[src/rtl/cpu_mem_pkg.sv]
// Shared types for the CPU-side memory port arbiter: FSM states, requester IDs,
// and the byte-count encodings used by memory_access_ctrl.
package cpu_mem_pkg;

    typedef enum logic [1:0] {
        IDLE = 2'd0,
        BUSY = 2'd1,
        RESP = 2'd2
    } arb_state_e;

    typedef enum logic {
        PORT_I = 1'b0,
        PORT_D = 1'b1
    } port_e;

    // rw_mem_bytes carries (byte count - 1)
    localparam logic [2:0] BYTES_1 = 3'd0;
    localparam logic [2:0] BYTES_2 = 3'd1;
    localparam logic [2:0] BYTES_4 = 3'd3;
    localparam logic [2:0] BYTES_8 = 3'd7;

    localparam int STARVE_W = 4;

endpackage

[src/rtl/mem_arb_pick.sv]
// Combinational winner selection between fetch (I) and load/store (D), plus the
// next value of the I-starvation counter for when a grant is actually taken.
module mem_arb_pick
    import cpu_mem_pkg::*;
#(
    parameter int STARVE_LIMIT = 4
) (
    input  logic                i_req_i,
    input  logic                d_req_i,
    input  logic [STARVE_W-1:0] starve_cnt_i,
    output logic                grant_o,
    output port_e               winner_o,
    output logic [STARVE_W-1:0] starve_cnt_o
);

    localparam logic [STARVE_W-1:0] LIMIT = STARVE_W'(STARVE_LIMIT);

    always_comb begin
        grant_o      = i_req_i | d_req_i;
        winner_o     = PORT_D;
        starve_cnt_o = starve_cnt_i;
        // D wins ties until I has been passed over LIMIT times in a row
        if (i_req_i && (!d_req_i || starve_cnt_i == LIMIT)) begin
            winner_o     = PORT_I;
            starve_cnt_o = '0;
        end else if (d_req_i && i_req_i && starve_cnt_i < LIMIT) begin
            starve_cnt_o = starve_cnt_i + 1'b1;
        end
    end

endmodule

[src/rtl/mem_port_arbiter.sv]
// Shares the single memory_access_ctrl port between instruction fetch (read-only)
// and the LSU; one transaction at a time, D priority with bounded I starvation.
module mem_port_arbiter
    import cpu_mem_pkg::*;
#(
    parameter int XLEN         = 64,
    parameter int STARVE_LIMIT = 4
) (
    input  logic            clk,
    input  logic            rst,
    input  logic            i_req,
    input  logic [XLEN-1:0] i_addr,
    output logic            i_ack,
    output logic [31:0]     i_rdata,
    input  logic            d_req,
    input  logic            d_we,
    input  logic [XLEN-1:0] d_addr,
    input  logic [2:0]      d_bytes,
    input  logic [XLEN-1:0] d_wdata,
    output logic            d_ack,
    output logic [XLEN-1:0] d_rdata,
    output logic            r_mem_ena,
    output logic            w_mem_ena,
    output logic [XLEN-1:0] rw_mem_addr,
    output logic [2:0]      rw_mem_bytes,
    output logic [XLEN-1:0] w_mem_data,
    input  logic            mem_data_ready,
    input  logic [XLEN-1:0] mem_data
);

    arb_state_e          state_q, state_d;
    port_e               winner_q, winner_d;
    logic [STARVE_W-1:0] starve_q, starve_d;
    logic                r_ena_q, r_ena_d, w_ena_q, w_ena_d;
    logic [XLEN-1:0]     addr_q, addr_d, wdata_q, wdata_d;
    logic [2:0]          bytes_q, bytes_d;
    logic                i_ack_q, i_ack_d, d_ack_q, d_ack_d;
    logic [31:0]         i_rdata_q, i_rdata_d;
    logic [XLEN-1:0]     d_rdata_q, d_rdata_d;

    logic                pick_grant;
    port_e               pick_winner;
    logic [STARVE_W-1:0] pick_starve;
    logic [XLEN-1:0]     rdata_masked;

    mem_arb_pick #(.STARVE_LIMIT(STARVE_LIMIT)) u_pick (
        .i_req_i      (i_req),
        .d_req_i      (d_req),
        .starve_cnt_i (starve_q),
        .grant_o      (pick_grant),
        .winner_o     (pick_winner),
        .starve_cnt_o (pick_starve)
    );

    // Load data is zero-extended above the latched byte count
    always_comb begin
        rdata_masked = '0;
        for (int b = 0; b < XLEN / 8; b++) begin
            if (b <= int'(bytes_q)) rdata_masked[b*8 +: 8] = mem_data[b*8 +: 8];
        end
    end

    always_comb begin
        state_d   = state_q;
        winner_d  = winner_q;
        starve_d  = starve_q;
        r_ena_d   = r_ena_q;
        w_ena_d   = w_ena_q;
        addr_d    = addr_q;
        bytes_d   = bytes_q;
        wdata_d   = wdata_q;
        i_ack_d   = 1'b0;
        d_ack_d   = 1'b0;
        i_rdata_d = i_rdata_q;
        d_rdata_d = d_rdata_q;
        case (state_q)
            IDLE: begin
                if (pick_grant) begin
                    winner_d = pick_winner;
                    starve_d = pick_starve;
                    state_d  = BUSY;
                    if (pick_winner == PORT_I) begin
                        r_ena_d = 1'b1;
                        addr_d  = i_addr;
                        bytes_d = BYTES_4;
                    end else begin
                        r_ena_d = ~d_we;
                        w_ena_d = d_we;
                        addr_d  = d_addr;
                        bytes_d = d_bytes;
                        wdata_d = d_wdata;
                    end
                end
            end
            BUSY: begin
                if (mem_data_ready) begin
                    r_ena_d = 1'b0;
                    w_ena_d = 1'b0;
                    state_d = RESP;
                    if (winner_q == PORT_I) begin
                        i_ack_d   = 1'b1;
                        i_rdata_d = mem_data[31:0];
                    end else begin
                        d_ack_d   = 1'b1;
                        d_rdata_d = rdata_masked;
                    end
                end
            end
            RESP:    state_d = IDLE;
            default: state_d = IDLE;
        endcase
    end

    always_ff @(posedge clk) begin
        if (rst) begin
            state_q   <= IDLE;
            winner_q  <= PORT_I;
            starve_q  <= '0;
            r_ena_q   <= 1'b0;
            w_ena_q   <= 1'b0;
            addr_q    <= '0;
            bytes_q   <= '0;
            wdata_q   <= '0;
            i_ack_q   <= 1'b0;
            d_ack_q   <= 1'b0;
            i_rdata_q <= '0;
            d_rdata_q <= '0;
        end else begin
            state_q   <= state_d;
            winner_q  <= winner_d;
            starve_q  <= starve_d;
            r_ena_q   <= r_ena_d;
            w_ena_q   <= w_ena_d;
            addr_q    <= addr_d;
            bytes_q   <= bytes_d;
            wdata_q   <= wdata_d;
            i_ack_q   <= i_ack_d;
            d_ack_q   <= d_ack_d;
            i_rdata_q <= i_rdata_d;
            d_rdata_q <= d_rdata_d;
        end
    end

    assign r_mem_ena    = r_ena_q;
    assign w_mem_ena    = w_ena_q;
    assign rw_mem_addr  = addr_q;
    assign rw_mem_bytes = bytes_q;
    assign w_mem_data   = wdata_q;
    assign i_ack        = i_ack_q;
    assign i_rdata      = i_rdata_q;
    assign d_ack        = d_ack_q;
    assign d_rdata      = d_rdata_q;

endmodule

[config.mk]
export PLATFORM = sky130hd
export DESIGN_NAME = mem_port_arbiter
export DESIGN_NICKNAME = d
export VERILOG_FILES = /design/src/rtl/cpu_mem_pkg.sv /design/src/rtl/mem_arb_pick.sv /design/src/rtl/mem_port_arbiter.sv
export SDC_FILE = /design/constraint.sdc
export NUM_CORES = 1
export LEC_CHECK = 0
export ABC_AREA = 0
export CORE_AREA = 2 2 195 197
export CTS_BUF_LIST = sky130_fd_sc_hd__clkbuf_4
export CTS_CLUSTER_SIZE = 16
export DETAILED_ROUTE_END_ITERATION = 8
export DIE_AREA = 0 0 197 199
export HOLD_SLACK_MARGIN = 0.15
export REMOVE_ABC_BUFFERS = 1
export SETUP_SLACK_MARGIN = 0.4
export SYNTH_ARGS = -nofsm -noshare
export SYNTH_HDL_FRONTEND = slang
export SYNTH_HIERARCHICAL = 1
export SYNTH_SLANG_ARGS = --single-unit
[constraint.sdc]
create_clock -name clk -period 2.2 [get_ports clk]
set_input_delay 0.44 -clock clk [delete_from_list [all_inputs] [get_ports clk]]
set_output_delay 0.44 -clock clk [all_outputs]
set_load 0.05 [all_outputs]
==> results.sh <==
export IMPL_wire_per_inst_um=17.2
export IMPL_core_area_um2=37100
export IMPL_cts_buffers_inserted=69
export IMPL_grt_max_degree=65
export IMPL_dieArea_um2=39200
export IMPL_synth_seq_cells=238
export IMPL_tns_ps=0
export IMPL_area_growth_syn_to_layout_pct=73.6
export IMPL_first_global_vias=9636
export IMPL_place_hpwl_um=25000
export IMPL_cp_depth=10
export IMPL_pwr_share_seq_pct=38.4
export IMPL_slew_headroom_pct=69.1
export IMPL_max_freq_ghz=0.552
export IMPL_final_common_cell="clkdlybuf4s50_1"
export IMPL_grt_util_all_layers_pct=17.6
export IMPL_syn_mean_instance_area_um2=8.72
export IMPL_power_total_uw=12400
export IMPL_synth_seq_area_share_pct=51.0
export IMPL_synth_cell_type_count=40
export IMPL_clock_latency_ps=710
export IMPL_rsz0062_at_grt="true"
export IMPL_cellPowerDensity_nw_per_um2=763
export IMPL_hold_path_class="in -> reg"
export IMPL_netlist_instances=1071
export IMPL_ff2ff_path_depth=10
export IMPL_layout_drive_gt1_share_pct=30.7
export IMPL_fin_worst_skew_ps=40.7
export IMPL_crit_path_start="starve_q[0]"
export IMPL_cts_max_level=3
export IMPL_fin_crit_ps=1810
export IMPL_crit_slowest_cell="dfxtp_4"
export IMPL_critical_path_buf_inv_count=3
export IMPL_p_int_uw=8400
export IMPL_cts_root_buf="clkbuf_4"
export IMPL_crit_end="r_mem_ena"
export IMPL_r2r_start="starve_q[0]"
export IMPL_first_pass_iters=5
export IMPL_drt_initial_drc_count=260
export IMPL_overflow=0
export IMPL_initial_utilization_pct=25.2
export IMPL_antenna_found_initial=2
export IMPL_layout_cells_non_filler=2142
export IMPL_reg2reg_to="r_mem_ena"
export IMPL_yosys_warnings=6
export IMPL_timing_final_ws_setup_ps=387
export IMPL_gp_congestion=0.790
export IMPL_grt_pass1_wl_um=53200
export IMPL_cts_buffer_depth=3
export IMPL_ant_nets=0
export IMPL_reg2reg_slack_ps=390
export IMPL_hold_ws_ps=235
export IMPL_drc_errors=0
export IMPL_cts_tree="yes"
export IMPL_arrival_ps=2360
export IMPL_most_common_layout_cells="263 x clkdlybuf4s50_1, 262 x nand2_1, 227 x dfxtp_1"
export IMPL_place_ws_ps=-25.2
export IMPL_ios=496
export IMPL_io_buffers=495
export IMPL_finalNetCount=1884
export IMPL_min_period_over_period_pct=82.4
export IMPL_criticalPathCategory="reg -> reg"
export IMPL_p_clk_share_pct=35.4
export IMPL_vias_per_cell=4.54
export IMPL_hold_buffers=0
export IMPL_end_kind="flop"
export IMPL_wirelength_um=36800
export IMPL_critPathLaunchType="flop"
export IMPL_combPwrFrac_pct=26.2
export IMPL_p_leak_uw=0.00670
export IMPL_sw_frac_of_total_pct=32.1
export IMPL_critPathRequiredTime_ps=2750
export IMPL_die_width_um=197
export IMPL_cap_violations=0
export IMPL_critPathTopFamily="simple AND/OR/NAND/NOR gates"
export IMPL_finalHoldViolCount=0
export IMPL_clock_sinks=238
export IMPL_max_stage_delay_ps=370
export IMPL_setup_violations=0
export IMPL_worstMarginPinSlew_ps=463
export IMPL_place_inst=1994
export IMPL_rows=71
export IMPL_routed_via_count=9724
export IMPL_synthesis_area_um2=9340
export IMPL_switchingPower_uw=3980
export IMPL_maxSlewViolCount=0
export IMPL_crit_fanout=7
export IMPL_path_cells="inv_2 > ha_4 > nand2b_4 > o21ai_4 > nand2_4 > and4bb_4 > buf_6 > buf_16 > nand2_1 > nor3b_2"
export IMPL_clk_pin_slew_ps=60
export IMPL_die_h_um=199
export IMPL_ir_worst_vdd_uv=416
export IMPL_status="finished, final reports clean"
## sequential cells by signal (all words and copies together) (netlist names), 2 cells and up
name / count
starve_q: 4
state_q: 2
rw_mem_bytes: 3
w_mem_data: 64
i_rdata: 32
d_rdata: 64
rw_mem_addr: 64
## area by class of cell
type	instances	area [um2]
clock inverter	19	151
fill	3664	20900
tap	474	593
sequential	238	4790
timing repair buffer	567	5610
clock buffer	101	758
antenna	2	5.00
inverter	4	15.0
multi-input combinational	737	4290
## cells in the mapped netlist, drive strengths merged
cell type  instances  share of area [%]
or3b               1              0.094
mux2i             65                7.0
and3               1              0.067
nand3b             1              0.080
nand3             50                2.7
inv                4               0.16
a2111oi            1              0.094
nor3               2               0.11
o21a               1              0.080
buf               60                4.1
nor2              73                2.9
nand2b             1              0.067
a21o               1              0.080
a211oi            64                7.3
and4b              1               0.11
or2                2               0.13
o211ai             8               0.64
a31oi              1              0.067
o21ai              2               0.11
dfxtp            238                 51
nand4b             1              0.094
o22ai              1              0.067
nor2b              1              0.067
and4bb             3               0.40
a21oi            169                9.1
clkbuf            33                1.3
ha                 2               0.27
nand4bb            2               0.24
nand2            275                 11
a32oi              1              0.094
a21boi             1              0.080
and2               1              0.067
nor3b              4               0.37
## power by group through the flow
stage / logic (uW) / clock network, uW / registers [uW]
finish: 3250 / 4380 / 4760
CTS: 2960 / 4570 / 4730
global route: 3420 / 4830 / 4780
detailed placement: 3040 / 0 / 4820
floorplan: 698 / 0 / 5710
global placement: 3030 / 0 / 4820
## per-layer routing
layer	global-route usage, %	share of wire (%)
met3	6.77	9.3
met2	30.4	49
met1	19.1	39
met4	7.69	2.6
met5	0	0
## cells by family (layout without fill, tap and decap cells)
logic type                 Yosys count  in the layout  share of synthesized area, %
DFF                                238            238                          51.0
and+or+nand+nor                    419            420                          18.6
AOI/OAI and AO/OA                  250            250                          17.6
adders and majority gates            2              2                         0.268
other                                0              2                             0
buffers and inverters               97            691                          5.57
muxes                               65             65                          6.96
## worst reg2reg max path, delay by kind of cell (launching register included)
kind                       cells  cell delay (ps)
AOI/OAI and AO/OA              1               80
buffers and inverters          3              310
and+or+nand+nor                5              760
adders and majority gates      1              160
DFF                            1              370
## worst min-delay path by stage
stage                startpoint           to  slack, ps  cells past startpoint
finish                      rst  d_rdata[40]        240                      2
global route                rst  d_rdata[48]        190                      2
CTS                         rst   state_q[1]        150                      2
detailed placement  d_rdata[63]  d_rdata[63]        440                      2
global placement    d_rdata[56]  d_rdata[56]        440                      2
floorplan           starve_q[1]  starve_q[1]        460                      2
## timing repair
| action | in CTS | in global routing |
|---|---|---|
| setup endpoints to repair | 361 | 315 |
| setup buffers | 2 | 11 |
| endpoints found under the hold margin | 0 | 0 |
| pin swaps | 2 | 20 |
| resized for setup | 1154 | 508 |
| cloned | 2 | 11 |
## metrics by stage
stage	util (%)	cell area, um2
5_1_grt	43.7	16200
3_3_place_gp	40.3	15000
6_report	43.7	16200
2_1_floorplan	-	8840
4_1_cts	41.1	15300
3_5_place_dp	40.3	15000
Power figures use the tool's default switching activity.
==> edit 1: new RTL, same flow settings <==
Take the reset off `addr_q`, `wdata_q`, `i_rdata_q` and `d_rdata_q` and load them in a clocked block of their own.
--- a/src/rtl/mem_port_arbiter.sv
+++ b/src/rtl/mem_port_arbiter.sv
@@ -118,27 +118,26 @@
             starve_q  <= '0;
             r_ena_q   <= 1'b0;
             w_ena_q   <= 1'b0;
-            addr_q    <= '0;
             bytes_q   <= '0;
-            wdata_q   <= '0;
             i_ack_q   <= 1'b0;
             d_ack_q   <= 1'b0;
-            i_rdata_q <= '0;
-            d_rdata_q <= '0;
         end else begin
             state_q   <= state_d;
             winner_q  <= winner_d;
             starve_q  <= starve_d;
             r_ena_q   <= r_ena_d;
             w_ena_q   <= w_ena_d;
-            addr_q    <= addr_d;
             bytes_q   <= bytes_d;
-            wdata_q   <= wdata_d;
             i_ack_q   <= i_ack_d;
             d_ack_q   <= d_ack_d;
-            i_rdata_q <= i_rdata_d;
-            d_rdata_q <= d_rdata_d;
         end
+    end
+
+    always_ff @(posedge clk) begin
+        addr_q    <= addr_d;
+        wdata_q   <= wdata_d;
+        i_rdata_q <= i_rdata_d;
+        d_rdata_q <= d_rdata_d;
     end
 
     assign r_mem_ena    = r_ena_q;
Behaviour: not the same (a bounded check fails within 4 cycles, from zero or initial values and one cycle with rst high).
==> edit 1 against the original RTL <==
Wire length fell by 23%; sequential share of layout area increased by 16 points; design area is 4.1% lower; worst setup slack gained 0.014 ns; combinational power decreased by 22%; total power is 3.0% lower; critical endpoint is now w_mem_data[43]; sequential cell count unchanged; synthesized area fell by 8.3%; largest power group unchanged.
==> edit 1: results (changes against the original RTL) <==
.. list-table::
   :header-rows: 1

   * - Metric
     - Value
   * - 1st-iter DRT viols
     - 174 (-33%)
   * - Synth top cells by count
     - sky130_fd_sc_hd__edfxtp_1, sky130_fd_sc_hd__mux2_2, sky130_fd_sc_hd__nor2b_1
   * - Clock edge transition at the registers on the reported setup and hold paths
     - about 0.070 ns
   * - Setup slack of the worst register-to-register path
     - 0.40 ns
   * - Status
     - finished clean
   * - Detailed placement HPWL
     - 21.1 mm (-16%)
   * - Worst-case clock buffer depth
     - 3 (unchanged)
   * - CTS resizes
     - 1163 (+0.78%)
   * - Share of synthesized area occupied by flip-flops and latches
     - 0.818 (+0.308)
   * - Final routed DRC violation total
     - 0 (unchanged)
   * - Number of global-route vias before repair
     - 6475 (-33%)
   * - CTS Root Buffer Type
     - sky130_fd_sc_hd__clkbuf_4
   * - Synth area leaders
     - sky130_fd_sc_hd__edfxtp_1, sky130_fd_sc_hd__mux2_2, sky130_fd_sc_hd__dfxtp_1, sky130_fd_sc_hd__nor2b_1, sky130_fd_sc_hd__and2_1
   * - Critical-path maximum fanout
     - 6 (-1)
   * - Total of warnings raised by yosys
     - 6 (unchanged)
   * - WP data required
     - 2.60 ns (-0.15 ns)
   * - Async set-reset flop share out of synthesis
     - 0 (unchanged)
   * - Router iterations before antenna repair
     - 4 (-1)
   * - Min-Delay Path Depth
     - 1 (-1)
   * - Post-synth EDFFs
     - 224 (+224)
   * - WL per Instance
     - 18.0 um (+4.5%)
   * - GR Util All Layers
     - 0.134 (-0.0414)
   * - Number of H-tree levels
     - 3 (unchanged)
   * - Filler instances
     - 3510 (-4.2%)
   * - Post-DR vias/cell
     - 4.01 (-12%)
   * - Synth unique cells
     - 39 (-2.5%)
   * - Final estimated routing congestion in global placement
     - 0.762 (-3.6%)
   * - Worst hold path class
     - in -> reg
   * - Pleak
     - 6.07 nW (-9.4%)
   * - Clock latency on the worst-skew pair
     - about 0.7 ns
   * - Actual slew at the worst max-slew pin
     - 0.756 ns (+0.292 ns)
   * - R2R depth
     - 10 (unchanged)
   * - Quantity of I/O buffers inserted on ports
     - 495 (unchanged)
   * - Worst Clk Skew
     - 0.0354 ns (-0.00525 ns)
   * - Count of final max-slew check failures
     - 0 (unchanged)
   * - Global-route wire length before repair
     - 38.6 mm (-27%)
   * - Post-CTS Repair Setup Buffers
     - 1 (-1)
   * - Hold_ws
     - 0.288 ns (+0.0526 ns)
   * - VDD IR-drop max
     - 0.000321 V (-23%)
   * - Maximum number of pins on one net before global-route repair
     - 53 (-18%)
   * - Total clock buffers created by CTS
     - 67 (-2.9%)
   * - Number of nets in the layout
     - 1318 (-30%)
   * - Initial antenna violation count
     - 2 (unchanged)
   * - Ratio of cells with drive above 1 in the final layout
     - 0.440 (+0.133)
-- edit 1: changes by cell type in the layout (fill, tap and decap cells not counted), moves of 42 or more --
cell	unedited run	this run
sky130_fd_sc_hd__a211oi_2	42	0
sky130_fd_sc_hd__a21oi_1	153	9
sky130_fd_sc_hd__dfxtp_1	227	7
sky130_fd_sc_hd__nand3_1	50	1
sky130_fd_sc_hd__buf_4	169	90
sky130_fd_sc_hd__nand2_1	262	11
sky130_fd_sc_hd__mux2i_1	59	1
sky130_fd_sc_hd__nor2_1	73	5
sky130_fd_sc_hd__edfxtp_1	0	224
sky130_fd_sc_hd__buf_6	64	142
sky130_fd_sc_hd__mux2_2	0	64
-- edit 1: final cells by class --
cell class	count	area share
Timing Repair Buffer	556	0.357
Clock buffer	95	0.0459
Antenna cell	3	0.000483
Multi-Input combinational cell	181	0.0962
Tap cell	474	0.0381
Sequential cell	238	0.452
Inverter	7	0.00249
Clock inverter	16	0.00748
-- edit 1: cell families after synthesis --
logic type,share of synthesized area
DFF,0.818
buffers and inverters,0.0133
and+or+nand+nor,0.0685
muxes,0.0853
adders and majority gates,0.00292
AOI/OAI and AO/OA,0.0123
-- edit 1: final timing paths --
check	start	to
min reg2reg	w_mem_ena	w_mem_ena
min	d_wdata[28]	w_mem_data[28]
max	starve_q[0]	w_mem_data[43]
max reg2reg	starve_q[0]	w_mem_data[43]
-- edit 1: where the power goes --
group          internal, mW  total (mW)  leakage, nW  switching, mW
Combinational          1.12        2.54         3.29           1.43
Clock                  2.21        4.05        0.494           1.84
Sequential             5.30        5.42         2.29          0.121
-- edit 1: per-stage QoR --
step,setup TNS [ns],util,setup slack [ns],instances,area [um2]
floorplan,-285.98,-,-2.08,426,8490
global placement,0,0.391,0.0363,1439,14500
detailed placement,0,0.391,0.0151,1439,14500
CTS,0,0.393,0.267,1551,14600
global route,0,0.419,0.304,1569,15600
finish,0,0.419,0.401,1570,15600
-- edit 1: worst max-delay path: stages, from the launching register on --
cell                        delay (ns)
sky130_fd_sc_hd__dfxtp_4          0.37
sky130_fd_sc_hd__inv_2            0.05
sky130_fd_sc_hd__ha_4             0.16
sky130_fd_sc_hd__nand2b_4         0.08
sky130_fd_sc_hd__o21ai_4          0.06
sky130_fd_sc_hd__nand2_2          0.10
sky130_fd_sc_hd__nand4bb_1        0.17
sky130_fd_sc_hd__inv_2            0.15
sky130_fd_sc_hd__buf_12           0.12
sky130_fd_sc_hd__clkbuf_16        0.14
sky130_fd_sc_hd__buf_6            0.10
-- edit 1: layer usage --
layer	share of wire	global-route usage	up-vias
met1	0.35	0.139	2949
met4	0.024	0.0576	0
met3	0.11	0.0609	53
li1	-	-	2953
met2	0.52	0.235	347
met5	0	0	-
==> edit 2: new RTL, same settings <==
Made on the original files. Change the parameter `XLEN` from 64 to 60.
--- a/src/rtl/mem_port_arbiter.sv
+++ b/src/rtl/mem_port_arbiter.sv
@@ -3,7 +3,7 @@
 module mem_port_arbiter
     import cpu_mem_pkg::*;
 #(
-    parameter int XLEN         = 64,
+    parameter int XLEN         = 60,
     parameter int STARVE_LIMIT = 4
 ) (
     input  logic            clk,
Interface: changed (7 resized); port bits go from 496 to 468. No check against the original RTL was run, so the function may have changed too.
==> edit 2 against the original RTL <==
Synthesized area fell by 4.8%; worst setup slack improved by 0.066 ns; clock power fell by 13%; sequential cell count fell by 16; via count fell by 6.7%; non-clock buffer count fell by 28; total power fell by 9.4%; wire length fell by 9.7%; worst hold slack improved by 0.056 ns; design area fell by 7.5%; sequential share of layout area rose by 0.33 points; highest routed layer unchanged.
==> edit 2: results (changes against the original RTL) <==
.. list-table::
   :header-rows: 1

   * - Metric
     - Value
   * - Status
     - finished clean
   * - Setup slack after placement
     - 0.00379 ns (+0.0290 ns)
   * - WL per Instance
     - 16.3 um (-5.1%)
   * - Min-Delay Path Depth
     - 3 (+1)
   * - Metal3 WL
     - 2.50 mm (-27%)
   * - Post-synthesis compound-gate area fraction
     - 0.182 (+0.00554)
   * - Total via count in the routed design
     - 9070 (-6.7%)
   * - Critical-path maximum fanout
     - 8 (+1)
   * - Cell count after synthesis
     - 1005 (-6.2%)
   * - Post-Route M1 WL
     - 13.1 mm (-9.2%)
   * - Internal Pwr Total
     - 7.51 mW (-11%)
   * - R2R depth
     - 11 (+1)
   * - Adder-cell area share of the yosys netlist
     - 0.00281 (+0.000135)
   * - CTS resizes
     - 1152 (-0.17%)
   * - Share of synthesized area occupied by flip-flops and latches
     - 0.500 (-0.0103)
   * - Quantity of I/O buffers inserted on ports
     - 459 (-7.3%)
   * - Global-route wire length before repair
     - 49.0 mm (-7.8%)
   * - Ratio of cells with drive above 1 in the final layout
     - 0.318 (+0.0109)
   * - Synth area leaders
     - sky130_fd_sc_hd__dfxtp_1, sky130_fd_sc_hd__nand2_1, sky130_fd_sc_hd__a21oi_1, sky130_fd_sc_hd__a211oi_2, sky130_fd_sc_hd__mux2i_1
   * - Number of placed instances, taps included
     - 1909 (-4.3%)
   * - Number of global-route vias before repair
     - 9006 (-6.5%)
   * - Longest individual stage delay on the worst path
     - 0.35 ns (-0.02 ns)
   * - Hold bufs inserted after CTS
     - 1 (+1)
   * - Dominant delay contributor by cell family on the critical path
     - buffers and inverters
   * - Proportion of netlist area held by the largest area contributor
     - 0.500 (-0.0103)
   * - WP data required
     - 2.81 ns (+0.06 ns)
   * - Met2 wirelength from detailed routing
     - 16.7 mm (-7.2%)
   * - Portion of netlist area occupied by mux cells
     - 0.0686 (-0.000985)
   * - 1st-iter DRT viols
     - 255 (-1.9%)
   * - Total clock buffers created by CTS
     - 68 (-1.4%)
==> edit 2: cell types whose count changed in the layout (fill, tap and decap cells not counted), sizes merged, moves of 5 or more <==
cell	before	now
clkinv	15	10
dfxtp	238	222
nand2	275	259
clkdlybuf4s50	263	243
buf	259	167
clkbuf	146	218
nand3	50	42
a21oi	169	157
==> edit 2: path summary, 6_finish.rpt <==
check,to,slack (ns)
hold reg to reg,d_rdata[34],0.45
hold / removal,w_mem_data[39],0.29
setup reg to reg,w_mem_data[54],0.45
setup / recovery,w_mem_data[54],0.45
==> edit 2: cells by family (layout without fill, tap and decap cells) <==
logic type | Yosys count | after routing
compound gates | 234 | 234
fa+ha+maj | 2 | 2
buf+inv | 95 | 649
flops | 222 | 222
mux | 61 | 61
other cells | 1 | 5
simple gates | 390 | 390
==> edit 2: layout make-up <==
| type | count | area, um2 |
|---|---|---|
| Tap cell | 474 | 593 |
| Fill cell | 3810 | 22100 |
| Timing Repair Buffer | 539 | 5100 |
| Inverter | 4 | 15.0 |
| Multi-Input combinational cell | 691 | 4040 |
| Clock inverter | 15 | 83.8 |
| Clock buffer | 91 | 683 |
| Antenna cell | 1 | 2.50 |
| Sequential cell | 222 | 4480 |
==> edit 2: per-stage QoR <==
stage	util	hold slack [ns]	instance area (um2)
floorplan	-	0.459	8350
global placement	0.382	0.437	14200
detailed placement	0.382	0.442	14200
CTS	0.384	0.159	14300
global route	0.404	0.223	15000
finish	0.404	0.291	15000
==> edit 2: power by group through the flow <==
stage / combinational [mW] / clock (mW) / sequential [mW]
global placement: 2.90 / 0 / 4.51
floorplan: 0.702 / 0 / 5.35
CTS: 2.81 / 4.03 / 4.43
detailed placement: 2.92 / 0 / 4.52
global route: 3.17 / 4.20 / 4.46
finish: 3.00 / 3.80 / 4.43
